--- config.mk ---
export PLATFORM = sky130hd
export DESIGN_NAME = seg_scan_driver
export DESIGN_NICKNAME = d
export VERILOG_FILES = /design/src/rtl/seg_pkg.sv /design/src/rtl/seg_slot_timer.sv /design/src/rtl/seg_scan_driver.sv
export SDC_FILE = /design/constraint.sdc
export NUM_CORES = 1
export LEC_CHECK = 0
export BUFFER_PORTS_ARGS = -buffer_cell sky130_fd_sc_hd__buf_4
export CORE_MARGIN = 3
export CORE_UTILIZATION = 48
export CTS_CLUSTER_DIAMETER = 150
export CTS_CLUSTER_SIZE = 10
export DETAILED_ROUTE_END_ITERATION = 16
export PLACE_DENSITY = 0.8
export SLEW_MARGIN = 15
export SYNTH_ARGS = -nofsm -noshare
export SYNTH_HDL_FRONTEND = slang
export SYNTH_SLANG_ARGS = --single-unit
--- constraint.sdc ---
create_clock -name Clk -period 4.6 [get_ports Clk]
set_clock_uncertainty 0.15 [all_clocks]
set_input_delay 0 -clock Clk [delete_from_list [all_inputs] [get_ports Clk]]
set_output_delay 0 -clock Clk [all_outputs]
set_load 0.03 [all_outputs]
--- src/rtl/seg_pkg.sv ---
// Shared types and constants for the seven-segment scan driver.
package seg_pkg;

    typedef enum logic {
        SCAN_GAP  = 1'b0,
        SCAN_SHOW = 1'b1
    } scan_state_t;

    localparam int MAX_DIGITS = 8;
    localparam logic [MAX_DIGITS-1:0] ANODE_OFF = '1;

    localparam int DEF_SLOT_CYCLES = 100000;
    localparam int DEF_GAP_CYCLES  = 1000;

    function automatic int idx_width(input int n);
        return (n < 2) ? 1 : $clog2(n);
    endfunction

endpackage

--- src/rtl/seg_slot_timer.sv ---
// Slot counter, GAP/SHOW state and digit index for the scan driver.
// Exposes next-cycle state so the top can register its outputs without lag.
module seg_slot_timer
    import seg_pkg::*;
#(
    parameter int DIGITS      = 8,
    parameter int SLOT_CYCLES = DEF_SLOT_CYCLES,
    parameter int GAP_CYCLES  = DEF_GAP_CYCLES,
    parameter int IDX_W       = idx_width(DIGITS)
) (
    input  logic             i_clk,
    input  logic             i_rst_n,
    output logic             o_show_nxt,
    output logic [IDX_W-1:0] o_idx_nxt,
    output logic             o_frame_end,
    output logic             o_frame_end_nxt
);

    localparam int CNT_W = idx_width(SLOT_CYCLES);
    localparam logic [CNT_W-1:0] SLOT_LAST = CNT_W'(SLOT_CYCLES - 1);
    localparam logic [CNT_W-1:0] GAP_LAST  = CNT_W'(GAP_CYCLES - 1);
    localparam logic [IDX_W-1:0] IDX_LAST  = IDX_W'(DIGITS - 1);

    scan_state_t      r_state;
    scan_state_t      w_state_nxt;
    logic [CNT_W-1:0] r_cnt;
    logic [CNT_W-1:0] w_cnt_nxt;
    logic [IDX_W-1:0] r_idx;
    logic [IDX_W-1:0] w_idx_nxt;
    logic             w_slot_end;

    always_comb begin
        w_slot_end  = (r_cnt == SLOT_LAST);
        w_cnt_nxt   = w_slot_end ? '0 : r_cnt + 1'b1;
        w_state_nxt = r_state;
        w_idx_nxt   = r_idx;
        if (w_slot_end) begin
            w_state_nxt = SCAN_GAP;
            w_idx_nxt   = (r_idx == IDX_LAST) ? '0 : r_idx + 1'b1;
        end else if (r_cnt == GAP_LAST) begin
            w_state_nxt = SCAN_SHOW;
        end
    end

    always_ff @(posedge i_clk or negedge i_rst_n) begin
        if (!i_rst_n) begin
            r_state <= SCAN_GAP;
            r_cnt   <= '0;
            r_idx   <= '0;
        end else begin
            r_state <= w_state_nxt;
            r_cnt   <= w_cnt_nxt;
            r_idx   <= w_idx_nxt;
        end
    end

    assign o_show_nxt      = (w_state_nxt == SCAN_SHOW);
    assign o_idx_nxt       = w_idx_nxt;
    assign o_frame_end     = w_slot_end && (r_idx == IDX_LAST);
    assign o_frame_end_nxt = (w_cnt_nxt == SLOT_LAST) && (w_idx_nxt == IDX_LAST);

endmodule

--- src/rtl/seg_scan_driver.sv ---
// Double-buffered, dead-time-gapped scan driver for a common-anode 7-seg bank.
// Define SEG_SCAN_ZERO_BLANK_EN to blank leading-zero digits of the active value.
module seg_scan_driver
    import seg_pkg::*;
#(
    parameter int DIGITS      = 8,
    parameter int SLOT_CYCLES = DEF_SLOT_CYCLES,
    parameter int GAP_CYCLES  = DEF_GAP_CYCLES
) (
    input  logic                       Clk,
    input  logic                       Reset_n,
    input  logic [4*DIGITS-1:0]        Value,
    input  logic [DIGITS-1:0]          Dp_Mask,
    input  logic [DIGITS-1:0]          Digit_En,
    input  logic                       Load,
    output logic [3:0]                 Bin,
    output logic                       Dp_n,
    output logic [DIGITS-1:0]          Anode,
    output logic [$clog2(DIGITS)-1:0]  Digit_Idx,
    output logic                       Frame_Done
);

    localparam int IDX_W = $clog2(DIGITS);

    logic [4*DIGITS-1:0] r_sh_val;
    logic [DIGITS-1:0]   r_sh_dp;
    logic [DIGITS-1:0]   r_sh_en;
    logic [4*DIGITS-1:0] r_act_val;
    logic [DIGITS-1:0]   r_act_dp;
    logic [DIGITS-1:0]   r_act_en;

    logic [4*DIGITS-1:0] w_act_val_nxt;
    logic [DIGITS-1:0]   w_act_dp_nxt;
    logic [DIGITS-1:0]   w_act_en_nxt;
    logic [DIGITS-1:0]   w_en_eff;
    logic                w_show_nxt;
    logic [IDX_W-1:0]    w_idx_nxt;
    logic                w_frame_end;
    logic                w_frame_end_nxt;
    logic                w_lit;

    seg_slot_timer #(
        .DIGITS      (DIGITS),
        .SLOT_CYCLES (SLOT_CYCLES),
        .GAP_CYCLES  (GAP_CYCLES),
        .IDX_W       (IDX_W)
    ) u_timer (
        .i_clk           (Clk),
        .i_rst_n         (Reset_n),
        .o_show_nxt      (w_show_nxt),
        .o_idx_nxt       (w_idx_nxt),
        .o_frame_end     (w_frame_end),
        .o_frame_end_nxt (w_frame_end_nxt)
    );

    // Outputs are registered from next-cycle values, so the active buffer they see
    // must already include the copy made at the frame boundary.
    always_comb begin
        w_act_val_nxt = w_frame_end ? r_sh_val : r_act_val;
        w_act_dp_nxt  = w_frame_end ? r_sh_dp  : r_act_dp;
        w_act_en_nxt  = w_frame_end ? r_sh_en  : r_act_en;
    end

`ifdef SEG_SCAN_ZERO_BLANK_EN
    // Digit k stays lit only if it or some higher digit is nonzero; digit 0 always qualifies.
    function automatic logic [DIGITS-1:0] lead_mask(input logic [4*DIGITS-1:0] v);
        logic [DIGITS-1:0] m;
        logic              seen;
        m    = '0;
        seen = 1'b0;
        for (int k = DIGITS - 1; k >= 0; k--) begin
            seen = seen | (v[4*k +: 4] != 4'h0);
            m[k] = seen;
        end
        m[0] = 1'b1;
        return m;
    endfunction

    assign w_en_eff = w_act_en_nxt & lead_mask(w_act_val_nxt);
`else
    assign w_en_eff = w_act_en_nxt;
`endif

    assign w_lit = w_show_nxt && w_en_eff[w_idx_nxt];

    always_ff @(posedge Clk or negedge Reset_n) begin
        if (!Reset_n) begin
            r_sh_val   <= '0;
            r_sh_dp    <= '0;
            r_sh_en    <= '0;
            r_act_val  <= '0;
            r_act_dp   <= '0;
            r_act_en   <= '0;
            Anode      <= ANODE_OFF[DIGITS-1:0];
            Dp_n       <= 1'b1;
            Bin        <= 4'h0;
            Digit_Idx  <= '0;
            Frame_Done <= 1'b0;
        end else begin
            if (Load) begin
                r_sh_val <= Value;
                r_sh_dp  <= Dp_Mask;
                r_sh_en  <= Digit_En;
            end
            r_act_val  <= w_act_val_nxt;
            r_act_dp   <= w_act_dp_nxt;
            r_act_en   <= w_act_en_nxt;
            Anode      <= w_lit ? ~(DIGITS'(1) << w_idx_nxt) : ANODE_OFF[DIGITS-1:0];
            Dp_n       <= ~(w_show_nxt & w_act_dp_nxt[w_idx_nxt]);
            Bin        <= w_act_val_nxt[{w_idx_nxt, 2'b00} +: 4];
            Digit_Idx  <= w_idx_nxt;
            Frame_Done <= w_frame_end_nxt;
        end
    end

endmodule

Word-level counts from Yosys, hierarchy flattened
Cells that the tools add are included.

operators by class
  $add $sub $neg = 2
  divide/modulo/power cells = 0
  $lt $le $gt $ge = 1
  shift-type cells = 2
  equal/unequal tests = 5
  bitwise logic cells = 3
  reductions and logical operators = 3
  $mul = 0
  muxes and demuxes = 13

operator list
  kind                                                                           count
  17-bit equality test (second input constant)                                   2
  32-bit 2-to-1 mux                                                              1
  32-bit by 6-bit indexed part select with 4-bit output                          1
  8-bit 2-to-1 mux                                                               3
  17-bit by 1-bit adder with 17-bit output (second input constant)               1
  17-bit by 10-bit equality test with 1-bit output (second input constant)       1
  17-bit 2-to-1 mux                                                              1
  8-bit NOT                                                                      1
  1-bit by 3-bit left shift with 8-bit output (first input constant)             1
  1-bit binary-select mux with 3-bit select                                      2
  3-bit equality test (second input constant)                                    2
  3-bit 2-to-1 mux                                                               2
  3-bit by 4-bit less-than comparator with 1-bit output (second input constant)  1
  1-bit 2-to-1 mux                                                               4
  3-bit by 1-bit adder with 3-bit output (second input constant)                 1
  1-bit logical AND                                                              3
  1-bit bitwise AND                                                              1
  1-bit NOT                                                                      1

storage, ports and cells
  bits in latches = 0
  register bits = 131
  output and inout bits = 17
  input port bits = 51
  RAM bits = 0
  memory bits (read-only) = 0
  logic and storage cells = 42
  memories = 0

Logic depth before layout (Yosys ltp)
  depth after elaboration = 7
  mapped depth = 10
  gate-level depth less buffers = 8

Cells and area by module
Synthesis repeated with hierarchy kept, for this count alone.

second synthesis, totals
  cells, all modules = 413
  area, all modules = 5977.0 um2

modules (own cells, without submodules)
  module           area each (um2)  cells each  times used  seq. area each (um2)
  seg_scan_driver  4653.2           283         1           2839.0
  seg_slot_timer   1323.8           130         1           525.5

Worst setup path before layout
OpenSTA, ideal clock, no wires.

  path kind = flip-flop to flip-flop
  start point = register u_timer.r_idx[0]
  end point = register Bin[1]
  arrival = 2297 ps
  cell stages (with the launch flop) = 10
  required time = 4325 ps
  library setup time = 125 ps
  slack = 2028 ps
  cell sequence = dfrtp_1 -> ha_1 -> ha_1 -> clkbuf_1 -> buf_2 -> mux4_2 -> nand2_1 -> o211ai_1 -> a21oi_1 -> nor3_1

between the ends
  word-level cells in the longest chain between the ends = 4
  elaborated cells between the ends (all ways) = 7

ends and longest elaborated chain
  item                                                                                  line                                         text
  start: declaration                                                                    seg_slot_timer.sv:28                         logic [IDX_W-1:0] r_idx;
  start signal: assignment                                                              seg_slot_timer.sv:53                         r_idx <= w_idx_nxt;
  3-bit by 1-bit adder with 3-bit output / 3-bit equality test (equally long branches)  seg_slot_timer.sv:39, seg_slot_timer.sv:59
  3-bit 2-to-1 mux / 1-bit logical AND (equally long branches)                          seg_slot_timer.sv:39, seg_slot_timer.sv:59
  3-bit 2-to-1 mux / 32-bit 2-to-1 mux (equally long branches)                          seg_slot_timer.sv:37, seg_scan_driver.sv:59
  32-bit by 6-bit indexed part select with 4-bit output (*)                             seg_scan_driver.sv:110                       Bin <= w_act_val_nxt[{w_idx_nxt, 2'b00} +: 4];
  end signal: assignment                                                                seg_scan_driver.sv:110
  end: declaration                                                                      seg_scan_driver.sv:16                        output logic [3:0] Bin,

Mark *: on every way between the ends. The rest lies on a longest branch, timed or not.
A chain may end at the register's enable or synchronous reset.

Final worst setup path
  start point = register u_timer.r_cnt[0]
  end point = register Dp_n

between the ends
  word-level cells in the longest chain between the ends = 7
  elaborated cells between the ends (all ways) = 11

ends and longest elaborated chain
  item                                       line                    text
  start: declaration                         seg_slot_timer.sv:26    logic [CNT_W-1:0] r_cnt;
  start signal: assignment                   seg_slot_timer.sv:52    r_cnt <= w_cnt_nxt;
  17-bit equality test                       seg_slot_timer.sv:33    w_slot_end = (r_cnt == SLOT_LAST);
  1-bit logical AND                          seg_slot_timer.sv:59    assign o_frame_end = w_slot_end && (r_idx == IDX_LAST);
  8-bit 2-to-1 mux                           seg_scan_driver.sv:60   w_act_dp_nxt = w_frame_end ? r_sh_dp : r_act_dp;
  1-bit binary-select mux with 3-bit select  seg_scan_driver.sv:109  Dp_n <= ~(w_show_nxt & w_act_dp_nxt[w_idx_nxt]);
  1-bit 2-to-1 mux (implied by the code)     seg_scan_driver.sv:109
  1-bit bitwise AND (*)                      seg_scan_driver.sv:109
  1-bit NOT (*)                              seg_scan_driver.sv:109
  end signal: assignment                     seg_scan_driver.sv:109
  end: declaration                           seg_scan_driver.sv:17   output logic Dp_n,

Mark *: on every way between the ends. The rest lies on a longest branch, timed or not. The select of a mux whose other input is x is not followed.

==> impl_results.md <==
- Worst Setup SP: u_timer.r_cnt[0]
- Arrival time worst endpoint: 3.64 ns
- Leakage power: 0.003528 uW
- Fin. Hold Viols: 0
- Total wire length: 13270 um
- Fmax: 0.2893 GHz
- Initial core utilization: 0.5049
- I/O Buffers: 67
- Max_cap viols: 0
- # clock sinks: 131
- Core area: 0.01176 mm^2
- Bufs on Longest Clock Path: 2
- Post-synthesis instance total: 520
- Tmin final: 3.457 ns
- Power Density: 365.5 mW/mm^2
- Top-area cell type share of the netlist area: 0.5141
- TritonCTS clock tree: yes
- Largest net degree at the start of global routing: 54
- Number of global-route vias before repair: 4522
- Antenna fix cells: 0
- Chip Height: 117.2 um
- CP Max Fanout: 30
- Worst endpoint required time: 4.79 ns
- Ratio of final minimum period to clock period: 0.7515
- Layout cells sized above 1: 0.2941
- Max IR drop VDD: 0.0002914 V
- Vias: 4383
- Global-route wire length before repair: 22380 um
- GRT Residual Overflow: 0
- # rows: 39
- Async SR Flop Fraction: 1.000
- Setup Viol. Count Final: 0
- Initial antenna violation count: 0
- Synth Register Bits: 131
- Outcome: complete, no violations
- H-tree depth: 4
- Mapped Area: 0.005938 mm^2
- Setup crit end kind: register
- DRC violations left: 0
- Area leader, netlist: dfrtp_1
- Worst hold start: Load
- Post-synth EDFFs: 0
- Ys flop type: dfrtp_1
- Sequential element share of the synthesized area: 0.5539
- Worst slew margin: 0.3184
- Die width: 117.2 um
- Syn Nets: 574
- # nets final: 687
- # IOs: 68
- Pins Over Slew Limit: 0
- Full die area: 0.01374 mm^2
- Initial DRC count: 368
- YS warnings: 0
- WS Path Type: reg2reg
- Hold slack: 0.06581 ns
- Slew @ Worst Pin: 1.019 ns
- Tot GR Track Use: 0.2115
- Power, Total: 2808 uW
- Routed len/inst: 16.38 um
- R2r startpoint: u_timer.r_cnt[0]
- CP startpoint kind: register
- Post-route antenna net violation count: 0
- Clk root buf: clkbuf_16
- Clock-pin slew on the worst setup and hold paths: 0.06 ns
- Mean Syn Cell Area: 11.42 um^2
- Hold Crit Class: in2reg
- Clk_lat worst skew: 0.42 ns
- Ranking of synthesized cells by area: dfrtp_1 (51%), mux2_2 (11%), nand2_1 (9.1%), mux4_2 (4.6%), dfstp_2 (4.0%)
- Placed wire-length estimate: 8492 um
- RSZ-0062 raised after global routing: false
- Final setup TNS: 0 ns
- Number of distinct library cells after synthesis: 49
- Router iterations before antenna repair: 5
- Final GP Congestion: 0.9053
- FILL cells: 851
- TritonCTS buffer count: 17
- Synthesis-to-layout area growth: 29.39%
- Routed vias/inst: 5.411
## worst max-delay path: stages (launching register included)
cell and delay [ns]:
dfrtp_1 0.39, ha_1 0.26, and4_1 0.26, and4_1 0.82, buf_4 0.39, nand2_2 0.31, buf_4 0.39, nand2_1 0.12
nand3_1 0.08, a32oi_1 0.19
## kinds of logic (layout without fill, tap and decap cells)
logic type                 Yosys count  in the layout  share of synthesized area
adders and majority gates            3              3                   0.006322
and+or+nand+nor                    214            214                     0.1574
muxes                               93             93                     0.1993
buffers and inverters               33            159                    0.02592
AOI/OAI and AO/OA                   31             31                    0.03498
DFF                                131            131                     0.5539
xor gates and xnor gates            15             15                    0.02212
## area by class of cell
class	instances	area, um^2	share of cell area
well taps	164	205.2	0.02671
repair buffers	124	1059	0.1378
clock buffers	21	440.4	0.05732
flip-flops and latches	131	3289	0.4281
multi-input cells	356	2495	0.3247
inverters	3	11.26	0.001466
clock inverters	11	183.9	0.02394
## cells in the final DEF (no fill, tap or decap), types with 3 or more instances in the layout
cell           count
a211oi_1           6
a21oi_1            5
and3_1             3
and4_1             3
buf_4             73
bufinv_16          5
clkbuf_1           4
clkbuf_16         17
clkinv_2           5
dfrtp_1          122
dfstp_2            9
dlygate4sd3_1     51
ha_1               3
inv_2              3
mux2_2            59
mux2i_1           19
mux4_2            12
nand2_1          144
nand3_1           13
nand4_1            5
nor2_1            23
nor3_1             4
nor4_1             3
o211ai_1           4
o21ai_0            5
xnor2_1           10
xor2_1             5
## state kept, by name, summed over array words and instances (netlist names)
| signal | count |
|---|---|
| r_sh_dp | 8 |
| r_sh_val | 32 |
| Bin | 4 |
| Frame_Done | 1 |
| u_timer.r_cnt | 17 |
| r_act_en | 8 |
| u_timer.r_state | 1 |
| u_timer.r_idx | 3 |
| r_act_dp | 8 |
| Anode | 8 |
| r_sh_en | 8 |
| Dp_n | 1 |
| r_act_val | 32 |
## synthesized netlist by cell type, types with 4 or more instances
master,n
o21ai_0,5
nand2_1,144
mux2_2,59
a211oi_1,6
clkbuf_1,11
nor2_1,23
mux4_2,12
a21oi_1,5
nand3_1,13
o211ai_1,4
xor2_1,5
buf_2,13
dfstp_2,9
nand4_1,5
nor3_1,4
dfrtp_1,122
xnor2_1,10
mux2i_1,19
## power breakdown
group	switching (uW)	total, uW	internal [uW]
clock network	475	1430	956
registers	32.2	1230	1200
logic	52.6	148	95.1
## stage by stage
| step | setup WS, ns | instances | utilization | area [um^2] |
|---|---|---|---|---|
| 2_1_floorplan | 2.028 | 520 | - | 5938 |
| 3_3_place_gp | 1.351 | 727 | 0.5569 | 6549 |
| 3_5_place_dp | 1.188 | 727 | 0.5569 | 6549 |
| 4_1_cts | 1.157 | 810 | 0.6534 | 7684 |
| 5_1_grt | 0.8722 | 810 | 0.6534 | 7684 |
| 6_report | 1.143 | 810 | 0.6534 | 7684 |
## metal layers
| metal | part of all wire | GRT usage | vias to the layer above |
|---|---|---|---|
| met5 | 0 | 0 | - |
| met2 | 0.51 | 0.3465 | 124 |
| met4 | 0.011 | 0.07339 | 0 |
| met1 | 0.44 | 0.2742 | 2212 |
| li1 | - | - | 2031 |
| met3 | 0.044 | 0.05501 | 16 |
## repair_timing
action / 4_1_cts / 5_1_grt
hold buffers: 51 / 0
gates resized for setup: 0 / 0
setup buffers: 0 / 0
endpoints found under the hold margin: 176 / 0
## path summary, 6_finish.rpt
path / endpoint / slack [ns] / depth (start not counted)
min reg2reg: r_act_en[5] / 0.31 / 2
max: Dp_n / 1.14 / 9
max reg2reg: Dp_n / 1.14 / 9
min in group asynchronous: Anode[2] / 0.54 / 3
max in group asynchronous: r_act_en[6] / 2.33 / 4
min: r_sh_val[8] / 0.07 / 2
No activity file was read; power rests on OpenSTA's default activity.
